**src/rtl/sprite_layer_mux_if.sv**
```systemverilog
// Bundle between the per-object drawers and the layer mux: object requests,
// colours, priority-table writes in; merged pixel and collision flags out.
interface sprite_layer_mux_if #(
    parameter int unsigned NUM_CH = 8,
    parameter int unsigned RGB_W  = 8
);
    localparam int unsigned CH_W = $clog2(NUM_CH);

    logic [NUM_CH-1:0]            chRequest;
    logic [NUM_CH-1:0][RGB_W-1:0] chRGB;
    logic [NUM_CH-1:0]            chEnable;
    logic                         startOfFrame;
    logic                         prioWrEn;
    logic [CH_W-1:0]              prioWrSlot;
    logic [CH_W-1:0]              prioWrCh;

    logic                         drawingRequest;
    logic [RGB_W-1:0]             rgbOut;
    logic [CH_W-1:0]              topCh;
    logic [NUM_CH-1:0]            collisionLive;
    logic [NUM_CH-1:0]            collisionFrame;
    logic                         collisionPulse;

    modport master (
        output chRequest, chRGB, chEnable, startOfFrame,
               prioWrEn, prioWrSlot, prioWrCh,
        input  drawingRequest, rgbOut, topCh,
               collisionLive, collisionFrame, collisionPulse
    );

    modport slave (
        input  chRequest, chRGB, chEnable, startOfFrame,
               prioWrEn, prioWrSlot, prioWrCh,
        output drawingRequest, rgbOut, topCh,
               collisionLive, collisionFrame, collisionPulse
    );
endinterface

```
**src/rtl/sprite_layer_mux.sv**
```systemverilog
// Programmable-priority sprite layer multiplexer with frame-synchronous
// priority table and per-frame collision accumulation. All outputs registered.
module sprite_layer_mux #(
    parameter int unsigned      NUM_CH = 8,
    parameter int unsigned      RGB_W  = 8,
    parameter logic [RGB_W-1:0] BG_RGB = RGB_W'(8'hFF)
) (
    input  logic               clk,
    input  logic               reset,
    sprite_layer_mux_if.slave  bus
);
    localparam int unsigned CH_W  = $clog2(NUM_CH);
    localparam int unsigned CNT_W = $clog2(NUM_CH + 1);

    typedef logic [NUM_CH-1:0][CH_W-1:0] prio_table_t;

    prio_table_t       shadow_q;
    prio_table_t       active_q;
    prio_table_t       shadow_nxt;

    logic [NUM_CH-1:0] eff;
    logic              win_found;
    logic [CH_W-1:0]   win_ch;
    logic [CNT_W-1:0]  req_cnt;
    logic              overlap;
    logic [NUM_CH-1:0] overlap_bits;
    logic [NUM_CH-1:0] live_nxt;

    logic              draw_q;
    logic [RGB_W-1:0]  rgb_q;
    logic [CH_W-1:0]   top_q;
    logic [NUM_CH-1:0] live_q;
    logic [NUM_CH-1:0] frame_q;
    logic              pulse_q;

    always_comb begin
        eff = bus.chRequest & bus.chEnable;
    end

    // First slot whose channel has an effective request wins.
    always_comb begin
        win_found = 1'b0;
        win_ch    = '0;
        for (int unsigned s = 0; s < NUM_CH; s++) begin
            if (!win_found && (32'(active_q[s]) < NUM_CH) && eff[active_q[s]]) begin
                win_found = 1'b1;
                win_ch    = active_q[s];
            end
        end
    end

    always_comb begin
        req_cnt = '0;
        for (int unsigned i = 0; i < NUM_CH; i++) begin
            req_cnt = req_cnt + CNT_W'(eff[i]);
        end
        overlap      = (req_cnt >= CNT_W'(2));
        overlap_bits = overlap ? eff : '0;
    end

    // The shadow write is folded in before the frame-start copy so a write on
    // the startOfFrame cycle lands in the active table too.
    always_comb begin
        shadow_nxt = shadow_q;
        if (bus.prioWrEn && (32'(bus.prioWrSlot) < NUM_CH)) begin
            shadow_nxt[bus.prioWrSlot] = bus.prioWrCh;
        end
    end

    always_comb begin
        live_nxt = bus.startOfFrame ? overlap_bits : (live_q | overlap_bits);
    end

    always_ff @(posedge clk or posedge reset) begin
        if (reset) begin
            for (int unsigned s = 0; s < NUM_CH; s++) begin
                shadow_q[s] <= CH_W'(s);
                active_q[s] <= CH_W'(s);
            end
            draw_q  <= 1'b0;
            rgb_q   <= BG_RGB;
            top_q   <= '0;
            live_q  <= '0;
            frame_q <= '0;
            pulse_q <= 1'b0;
        end else begin
            shadow_q <= shadow_nxt;
            if (bus.startOfFrame) begin
                active_q <= shadow_nxt;
                frame_q  <= live_q;
            end
            draw_q  <= win_found;
            rgb_q   <= win_found ? bus.chRGB[win_ch] : BG_RGB;
            top_q   <= win_found ? win_ch : '0;
            live_q  <= live_nxt;
            pulse_q <= overlap;
        end
    end

    assign bus.drawingRequest = draw_q;
    assign bus.rgbOut         = rgb_q;
    assign bus.topCh          = top_q;
    assign bus.collisionLive  = live_q;
    assign bus.collisionFrame = frame_q;
    assign bus.collisionPulse = pulse_q;

endmodule

```
**src/flat_wrapper.sv**
```systemverilog
// flat-port wrapper written by rule: the top's interface ports become plain ports
module sprite_layer_mux_flat 
#(
    parameter int unsigned      NUM_CH = 8,
    parameter int unsigned      RGB_W  = 8,
    parameter logic [RGB_W-1:0] BG_RGB = RGB_W'(8'hFF)
)
  (clk, reset, bus_chRequest, bus_chRGB, bus_chEnable, bus_startOfFrame, bus_prioWrEn, bus_prioWrSlot, bus_prioWrCh, bus_drawingRequest, bus_rgbOut, bus_topCh, bus_collisionLive, bus_collisionFrame, bus_collisionPulse);
  sprite_layer_mux_if #(.NUM_CH(NUM_CH), .RGB_W(RGB_W)) bus_i ();
  input  logic clk;
  input  logic reset;
  input wire logic [$bits(bus_i.chRequest)-1:0] bus_chRequest;
  input wire logic [$bits(bus_i.chRGB)-1:0] bus_chRGB;
  input wire logic [$bits(bus_i.chEnable)-1:0] bus_chEnable;
  input wire logic [$bits(bus_i.startOfFrame)-1:0] bus_startOfFrame;
  input wire logic [$bits(bus_i.prioWrEn)-1:0] bus_prioWrEn;
  input wire logic [$bits(bus_i.prioWrSlot)-1:0] bus_prioWrSlot;
  input wire logic [$bits(bus_i.prioWrCh)-1:0] bus_prioWrCh;
  output wire logic [$bits(bus_i.drawingRequest)-1:0] bus_drawingRequest;
  output wire logic [$bits(bus_i.rgbOut)-1:0] bus_rgbOut;
  output wire logic [$bits(bus_i.topCh)-1:0] bus_topCh;
  output wire logic [$bits(bus_i.collisionLive)-1:0] bus_collisionLive;
  output wire logic [$bits(bus_i.collisionFrame)-1:0] bus_collisionFrame;
  output wire logic [$bits(bus_i.collisionPulse)-1:0] bus_collisionPulse;
  assign bus_i.chRequest = bus_chRequest;
  assign bus_i.chRGB = bus_chRGB;
  assign bus_i.chEnable = bus_chEnable;
  assign bus_i.startOfFrame = bus_startOfFrame;
  assign bus_i.prioWrEn = bus_prioWrEn;
  assign bus_i.prioWrSlot = bus_prioWrSlot;
  assign bus_i.prioWrCh = bus_prioWrCh;
  assign bus_drawingRequest = bus_i.drawingRequest;
  assign bus_rgbOut = bus_i.rgbOut;
  assign bus_topCh = bus_i.topCh;
  assign bus_collisionLive = bus_i.collisionLive;
  assign bus_collisionFrame = bus_i.collisionFrame;
  assign bus_collisionPulse = bus_i.collisionPulse;
  sprite_layer_mux #(.NUM_CH(NUM_CH), .RGB_W(RGB_W), .BG_RGB(BG_RGB)) u_core (.clk(clk), .reset(reset), .bus(bus_i));
endmodule
```
**config.mk**
```make
export PLATFORM = sky130hd
export DESIGN_NAME = sprite_layer_mux_flat
export DESIGN_NICKNAME = d
export VERILOG_FILES = /design/src/rtl/sprite_layer_mux_if.sv /design/src/rtl/sprite_layer_mux.sv /design/src/flat_wrapper.sv
export SDC_FILE = /design/constraint.sdc
export NUM_CORES = 1
export LEC_CHECK = 0
export CORE_UTILIZATION = 30
export CTS_BUF_LIST = sky130_fd_sc_hd__clkbuf_4 sky130_fd_sc_hd__clkbuf_8 sky130_fd_sc_hd__clkbuf_16
export DETAILED_ROUTE_END_ITERATION = 8
export MAX_ROUTING_LAYER = met4
export PLACE_DENSITY = 0.61
export SLEW_MARGIN = 20
export SYNTH_ARGS = -nofsm -noshare
export SYNTH_HDL_FRONTEND = slang
export SYNTH_SLANG_ARGS = --single-unit
export TNS_END_PERCENT = 5
```
**constraint.sdc**
```tcl
create_clock -name clk -period 4.5 [get_ports clk]
set_input_delay 0.9 -clock clk [delete_from_list [all_inputs] [get_ports clk]]
set_output_delay 0.9 -clock clk [all_outputs]
set_load 0.02 [all_outputs]
```
==> out/metrics.csv, run 1 <==
metric,value,unit
detail-route-antenna-nets,0,
grt_pass1_wl,22270,um
postSynthCellCount,393,
ys_types,55,
critical_path_class,input port to register,
ctsHoldBuffers,0,
num_vias,3915,
core,15260,um2
hold_ws,0.4910,ns
crit_path_start_kind,input port,
place.gp.congestion,0.8876,
cts_tree,done,
period_minus_slack,4.349,ns
synth_top_area_share,0.2386,
finalSetupTns,0,ns
place_hpwl,10730,um
die_x,127.4,um
finalSetupViolCount,0,
powerDensity,551.7,nW/um2
clk_path_buf_depth,2,
cp_max_fo,30,
yosysTopAreaCell,dfrtp_1,
antenna_found_initial,0,
wirelength,13890,um
synth_flop_cell,dfrtp_1,
final_nets,654,
cts_htree_levels,3,
critPathSlowestCell,mux4_1,
track_usage,0.1838,
n_antenna_cell,0,
r2r_slack,0.85,ns
rr_endpoint,u_core.bus.rgbOut[2],
drt_iter0_markers,155,
drive_gt1_frac,0.3363,
yosysWarnings,0,
seq_area_frac_synth,0.4168,
slew_headroom,0.3678,
synth-async-reset-ratio,1.000,
end_kind,register,
finalCritPeriodShare,0.9665,
reg2regPathDepth,9,
fill_cells,1439,
die-area,16240,um2
met2_length,6938,um
cts.sinks,77,
tightest_slew,0.9483,ns
grt_max_degree,52,
first_pass_iters,5,
first_global_vias,4134,
slowest_delay,0.55,ns
p_leak,2.757,nW
insertion_delay,0.35,ns
rr_startpoint,u_core.active_q[1],
yosys-top-cells-area,"dfrtp_1 (24%), dfstp_2 (18%), mux2_2 (13%), mux4_1 (5.6%), a2111oi_0 (4.6%)",
m1WireLength,6168,um
via_per_inst,5.065,
path_cells,clkdlybuf4s50_1 > and2_2 > mux4_1 > mux2_4 > or3b_1 > or4_4 > a41oi_2 > and2_1 > buf_12 > mux2i_1 > a2111oi_1,
die_h,127.4,um
drv_cap,0,
slew_violations,0,
max_freq,0.2299,GHz
rsz0062_at_grt,yes,
wl_met3,513,um
avgSynthCellArea,12.01,um2
dr.max_layer_used,met4,
cts_buffers,9,
initial_core_util,0.3093,
cts_root_buf,clkbuf_16,
rows,45,
vdd_ir_drop_max,0.2847,mV
port-buffer-count,118,
syn-cell-area,4720,um2
synth_fp_nets,490,
synth-edff-count,0,
crit_path_end,u_core.bus.rgbOut[2],
arrival,4.56,ns
ys_ff_latch,77,
hp-class,register to register,
hold_viol,0,
drc_errors,0,
clk_pin_slew_worst_paths,0.06,ns
outcome,"complete, no violations",
finalClockSkew,0.006440,ns
crit_start,bus_chRequest[2],
wire_per_inst,17.97,um
areaGrowthSynthToFinish,43.74,%
cp.required,4.71,ns
pin_count,119,
grt_overflow_total,0,
## cells in the mapped netlist (all sizes together), types with 2 or more instances
library cell,count
or4,2
nor2b,3
nor4,2
nand2,21
a2111oi,32
a32oi,2
a21boi,26
nor3b,3
inv,34
dfrtp,45
a21oi,5
nand3,4
a21o,2
o22ai,10
ha,3
clkbuf,14
mux2i,15
o211ai,3
o21ai,9
mux4,18
dfstp,32
and2,7
nand4,2
nor3,6
nor2,5
nand2b,5
fa,4
buf,7
nand4b,3
mux2,55
## how the worst min path moves through the flow
stage,to,slack (ns),from,depth (start not counted)
5_1_grt,u_core.shadow_q[8],0.51,u_core.shadow_q[8],1
6_report,u_core.shadow_q[0],0.49,u_core.shadow_q[0],1
3_5_place_dp,u_core.shadow_q[8],0.48,u_core.shadow_q[8],1
4_1_cts,u_core.shadow_q[8],0.50,u_core.shadow_q[8],1
3_3_place_gp,u_core.shadow_q[18],0.48,u_core.shadow_q[18],1
2_1_floorplan,u_core.shadow_q[18],0.47,u_core.shadow_q[18],1
## worst max-delay path: cells and delay by family
kind | cells | cell delay [ns]
buffers and inverters | 2 | 0.58
AO/OA/AOI/OAI | 2 | 0.68
AND/OR/NAND/NOR | 4 | 1.40
multiplexers | 3 | 0.97
## layout make-up
type,count,area [um2],area share
clock buffers,9,225.2,0.03320
clock inverters,7,73.82,0.01088
inverters,34,127.6,0.01881
multi-input cells,261,2507,0.3696
flip-flops and latches,77,1967,0.2899
well taps,211,264.0,0.03892
repair buffers,174,1619,0.2387
## flip-flops by register name, summed over array words and instances (netlist names)
register,count
u_core.bus.collisionFrame,8
u_core.bus.collisionPulse,1
u_core.bus.collisionLive,8
u_core.bus.drawingRequest,1
u_core.bus.rgbOut,8
u_core.bus.topCh,3
u_core.active_q,24
u_core.shadow_q,24
## power breakdown
group	total (mW)	switching, mW	internal (mW)
registers	1.11	0.143	0.963
clock network	0.732	0.301	0.431
logic	1.90	0.953	0.951
total	3.74	1.40	2.35
## kinds of logic (layout without fill, tap and decap cells)
family                   count (synthesis)  in the layout  synth area share
AO/OA/AOI/OAI                          101            101            0.1668
multiplexers                            88             88            0.2577
flip-flops                              77             77            0.4168
adder cells (fa/ha/maj)                  7              7           0.02492
AND/OR/NAND/NOR                         65             65           0.07715
buffers and inverters                   55            224           0.05673
## layer usage
metal	vias up	track usage
met5	-	-
met4	0	0.06653
met3	20	0.02638
met2	107	0.3005
met1	1945	0.2318
li1	1843	-
## what timing repair did
| action | CTS | global route |
|---|---|---|
| buffers inserted | 0 | 0 |
| endpoints found under the setup margin | 0 | 15 |
| gates resized for setup | 0 | 11 |
| endpoints found under the hold margin | 0 | 0 |
## per-stage QoR
step                total power [mW]  utilization  cells  setup WS (ns)  cell area (um2)
global route                   3.986       0.4446    773       -0.02915             6784
finish                         3.743       0.4446    773         0.1509             6784
detailed placement             2.991       0.4232    756        -0.2992             6457
floorplan                      2.243            -    393         0.3074             4720
CTS                            3.740       0.4428    772        0.06165             6756
global placement               2.934       0.4232    756        -0.1414             6457
## layout by cell type (no fill, tap or decap), types with 3 or more instances in the layout
cell             Yosys  final
a2111oi_0           25     19
a2111oi_1            7     12
a21boi_0            26     26
a21oi_1              5      5
and2_1               3      3
buf_4                1     53
clkbuf_16            0      9
clkdlybuf4s50_1      0    117
dfrtp_1             45     45
dfstp_2             32     32
ha_1                 3      3
inv_1               30     29
inv_2                4      5
mux2_2              54     54
mux2i_1             15     15
mux4_1              10     10
mux4_2               8      8
nand2_1             19     19
nand2b_1             5      5
nand3_1              4      4
nand4b_1             3      3
nor2_1               5      5
nor2b_1              3      3
nor3_1               6      5
nor3b_1              3      3
o211ai_1             3      3
o21ai_0              9      9
o22ai_1             10     10
Power figures use the tool's default switching activity.
==> run 2: changes to the inputs <==
==> constraint.sdc (replaced) <==
create_clock -name clk -period 4.5 [get_ports clk]
set_input_delay 0.9 -clock clk [delete_from_list [all_inputs] [get_ports clk]]
set_output_delay 0.9 -clock clk [all_outputs]
set_load 0.1 [all_outputs]
==> results of run 2 <==
The final DEF is identical to that of run 1. Status: complete, no violations.
Main changes from that run: total power 3.743 mW -> 4.305 mW; worst IR drop on VDD 0.2847 mV -> 0.3263 mV
==> edit, RTL diff (settings of run 2) <==
`NUM_CH` is set to 8 in 3 places; all go to 16.
--- a/src/rtl/sprite_layer_mux_if.sv
+++ b/src/rtl/sprite_layer_mux_if.sv
@@ -1,7 +1,7 @@
 // Bundle between the per-object drawers and the layer mux: object requests,
 // colours, priority-table writes in; merged pixel and collision flags out.
 interface sprite_layer_mux_if #(
-    parameter int unsigned NUM_CH = 8,
+    parameter int unsigned NUM_CH = 16,
     parameter int unsigned RGB_W  = 8
 );
     localparam int unsigned CH_W = $clog2(NUM_CH);
--- a/src/rtl/sprite_layer_mux.sv
+++ b/src/rtl/sprite_layer_mux.sv
@@ -1,7 +1,7 @@
 // Programmable-priority sprite layer multiplexer with frame-synchronous
 // priority table and per-frame collision accumulation. All outputs registered.
 module sprite_layer_mux #(
-    parameter int unsigned      NUM_CH = 8,
+    parameter int unsigned      NUM_CH = 16,
     parameter int unsigned      RGB_W  = 8,
     parameter logic [RGB_W-1:0] BG_RGB = RGB_W'(8'hFF)
 ) (
--- a/src/flat_wrapper.sv
+++ b/src/flat_wrapper.sv
@@ -1,7 +1,7 @@
 // flat-port wrapper written by rule: the top's interface ports become plain ports
 module sprite_layer_mux_flat 
 #(
-    parameter int unsigned      NUM_CH = 8,
+    parameter int unsigned      NUM_CH = 16,
     parameter int unsigned      RGB_W  = 8,
     parameter logic [RGB_W-1:0] BG_RGB = RGB_W'(8'hFF)
 )
Interface: changed (8 resized); port bits go from 119 to 218. No check against the original RTL was run, so the function may have changed too.
==> edit against run 2 <==
Synthesized area increased by 150%; sequential cell count increased by 97; die area increased by 140%; via count increased to 2.6 times the old value; synthesized cell count increased to 2.6 times the old value; utilization about the same; global-route usage increased by 4.2 points; cell count increased by 150%; routed wire length increased to 3.1 times the old value; total power increased to 2.8 times the old value; setup slack got worse by 0.062 ns; final area increased by 150%; largest power group unchanged.
==> edit: results (changes against run 2) <==
top-area cell type share of the netlist area: 21.93% (-1.9 points)
grt met2 use: 36.08% (+6.0 points)
Total Routed Length: 42510 µm (+210%)
first-pass GRT wire length: 63940 µm (+190%)
gpl congestion: 0.9828 (+11%)
final net count: 1589 (+140%)
gr usage total: 22.61% (+4.2 points)
synth cell count leaders: mux2_2, dfrtp_1, dfstp_2
met3 WL: 3171 µm (+520%)
TritonRoute pass-1 iters: 6 (+1)
register area share after synthesis: 38.18% (-3.5 points)
status: finished clean
Yosys cell types: 83 (+51%)
syn_area_per_cell: 11.31 µm² (-5.8%)
WL/cell: 22.01 µm (+22%)
DR iter-0 viols: 728 (+370%)
Skew-Pair Late Insertion Delay: 0.45 ns (+0.10 ns)
Fillers: 3604 (+150%)
Pleak: 0.007090 µW (+160%)
met3 Usage GRT: 5.375% (+2.7 points)
share of cells above drive strength 1: 45.60% (+12 points)
Peak VDD IR: 522.8 µV (+60%)
initial antenna violation count: 3 (+3)
IO Port Bufs: 217 (+84%)
worst slew pin tran: 1.034 ns (+0.03299 ns)
Num CTS Buffers: 17 (+8)
crit path DAT: 4.77 ns (+0.21 ns)
largest registers: u_core.active_q (64), u_core.shadow_q (64)
Post-synth ARST share: 100.0% (unchanged)
H-tree Lvls: 4 (+1)
Placed Cells: 1863 (+150%)
WHS Endpoint: u_core.shadow_q[24]
vias after detailed routing: 10360 (+160%)
Final HPWL DP: 32390 µm (+200%)
largest fanout on the critical path: 8 (-73%)
clk slew on worst S/H paths: 0.08 ns (+0.02 ns)
worst clock skew: 0.01082 ns (+0.004380 ns)
met1 usage in global routing: 27.40% (+4.2 points)
dominant cells by area after synthesis: dfrtp_1, dfstp_2, mux2_2
root buf cell: clkbuf_16
vias in the first global route: 10790 (+160%)
HP Start: u_core.shadow_q[24]
WL met1: 17400 µm (+180%)
largest net degree at the start of global routing: 116 (+120%)
FF-to-FF path depth: 14 (+5)
syn_nets: 1212 (+150%)
reg2reg setup slack: 0.26 ns (-0.59 ns)
==> edit: changes by cell type after synthesis, sizes merged, moves of 22 or more <==
| cell | change |
|---|---|
| a2111oi | -31 |
| a21boi | -25 |
| clkbuf | +36 |
| dfrtp | +57 |
| dfstp | +40 |
| mux2 | +94 |
| mux2i | +52 |
| mux4 | +47 |
| nand2 | +43 |
| nor2 | +56 |
| o21ai | +22 |
==> edit: repair_timing <==
action / CTS / global route
gates cloned: 4 / 1
pin swaps: 32 / 39
resized for setup: 97 / 92
endpoints found under the setup margin: 25 / 25
buffers inserted: 23 / 11
==> edit: kinds of logic after synthesis <==
logic type      share of synthesized area (%)
mux                                     32.81
simple gates                            12.29
flops                                   38.18
compound gates                          10.53
buf+inv                                 4.063
fa+ha+maj                               1.376
xor+xnor                               0.7523
==> edit: where the power goes <==
| group | internal [µW] | switching, µW |
|---|---|---|
| logic | 3770 | 4310 |
| registers | 2190 | 468 |
| clock network | 739 | 741 |
==> edit: per-stage QoR <==
step	area [µm²]	setup WS (ns)	total power [µW]	hold WS, ns
floorplan	11640	-0.7396	7262	0.4666
global placement	15610	-0.7187	9658	0.4745
detailed placement	15610	-0.8549	9705	0.4779
CTS	16700	-0.01223	12010	0.4962
global route	16880	-0.01094	12840	0.5096
finish	16880	0.08859	12230	0.4926
==> edit: worst max path at each step <==
stage                           from                           end  slack (ns)  cells after the start
floorplan           bus_chRequest[1]  u_core.bus.collisionLive[11]       -0.74                     18
global placement    bus_chRequest[0]          u_core.bus.rgbOut[5]       -0.72                     15
detailed placement  bus_chRequest[0]          u_core.bus.rgbOut[4]       -0.85                     15
CTS                 bus_chRequest[4]  u_core.bus.collisionLive[11]       -0.01                     19
global route        bus_chEnable[15]          u_core.bus.rgbOut[2]       -0.01                     16
finish              bus_chRequest[3]          u_core.bus.rgbOut[2]        0.09                     16
==> edit: area by class of cell <==
cell class	instances	area, µm²	area share, %
Clock buffer	17	425.4	2.520
Timing Repair Buffer	430	3944	23.36
Tap cell	511	639.4	3.787
Sequential cell	174	4444	26.33
Antenna cell	2	5.005	0.02965
Inverter	41	162.7	0.9635
Clock inverter	15	148.9	0.8820
Multi-Input combinational cell	742	7112	42.13
==> edit: worst max-delay path, stage by stage <==
cell             delay [ns]
clkdlybuf4s15_1        0.24
and2_4                 0.21
mux4_2                 0.49
o2bb2ai_2              0.15
nand4bb_4              0.21
or4b_4                 0.58
or2_1                  0.26
o32a_1                 0.37
buf_6                  0.13
a211oi_4               0.30
buf_12                 0.18
buf_12                 0.12
buf_4                  0.10
mux2i_1                0.18
nor2_1                 0.07
nor4_1                 0.27
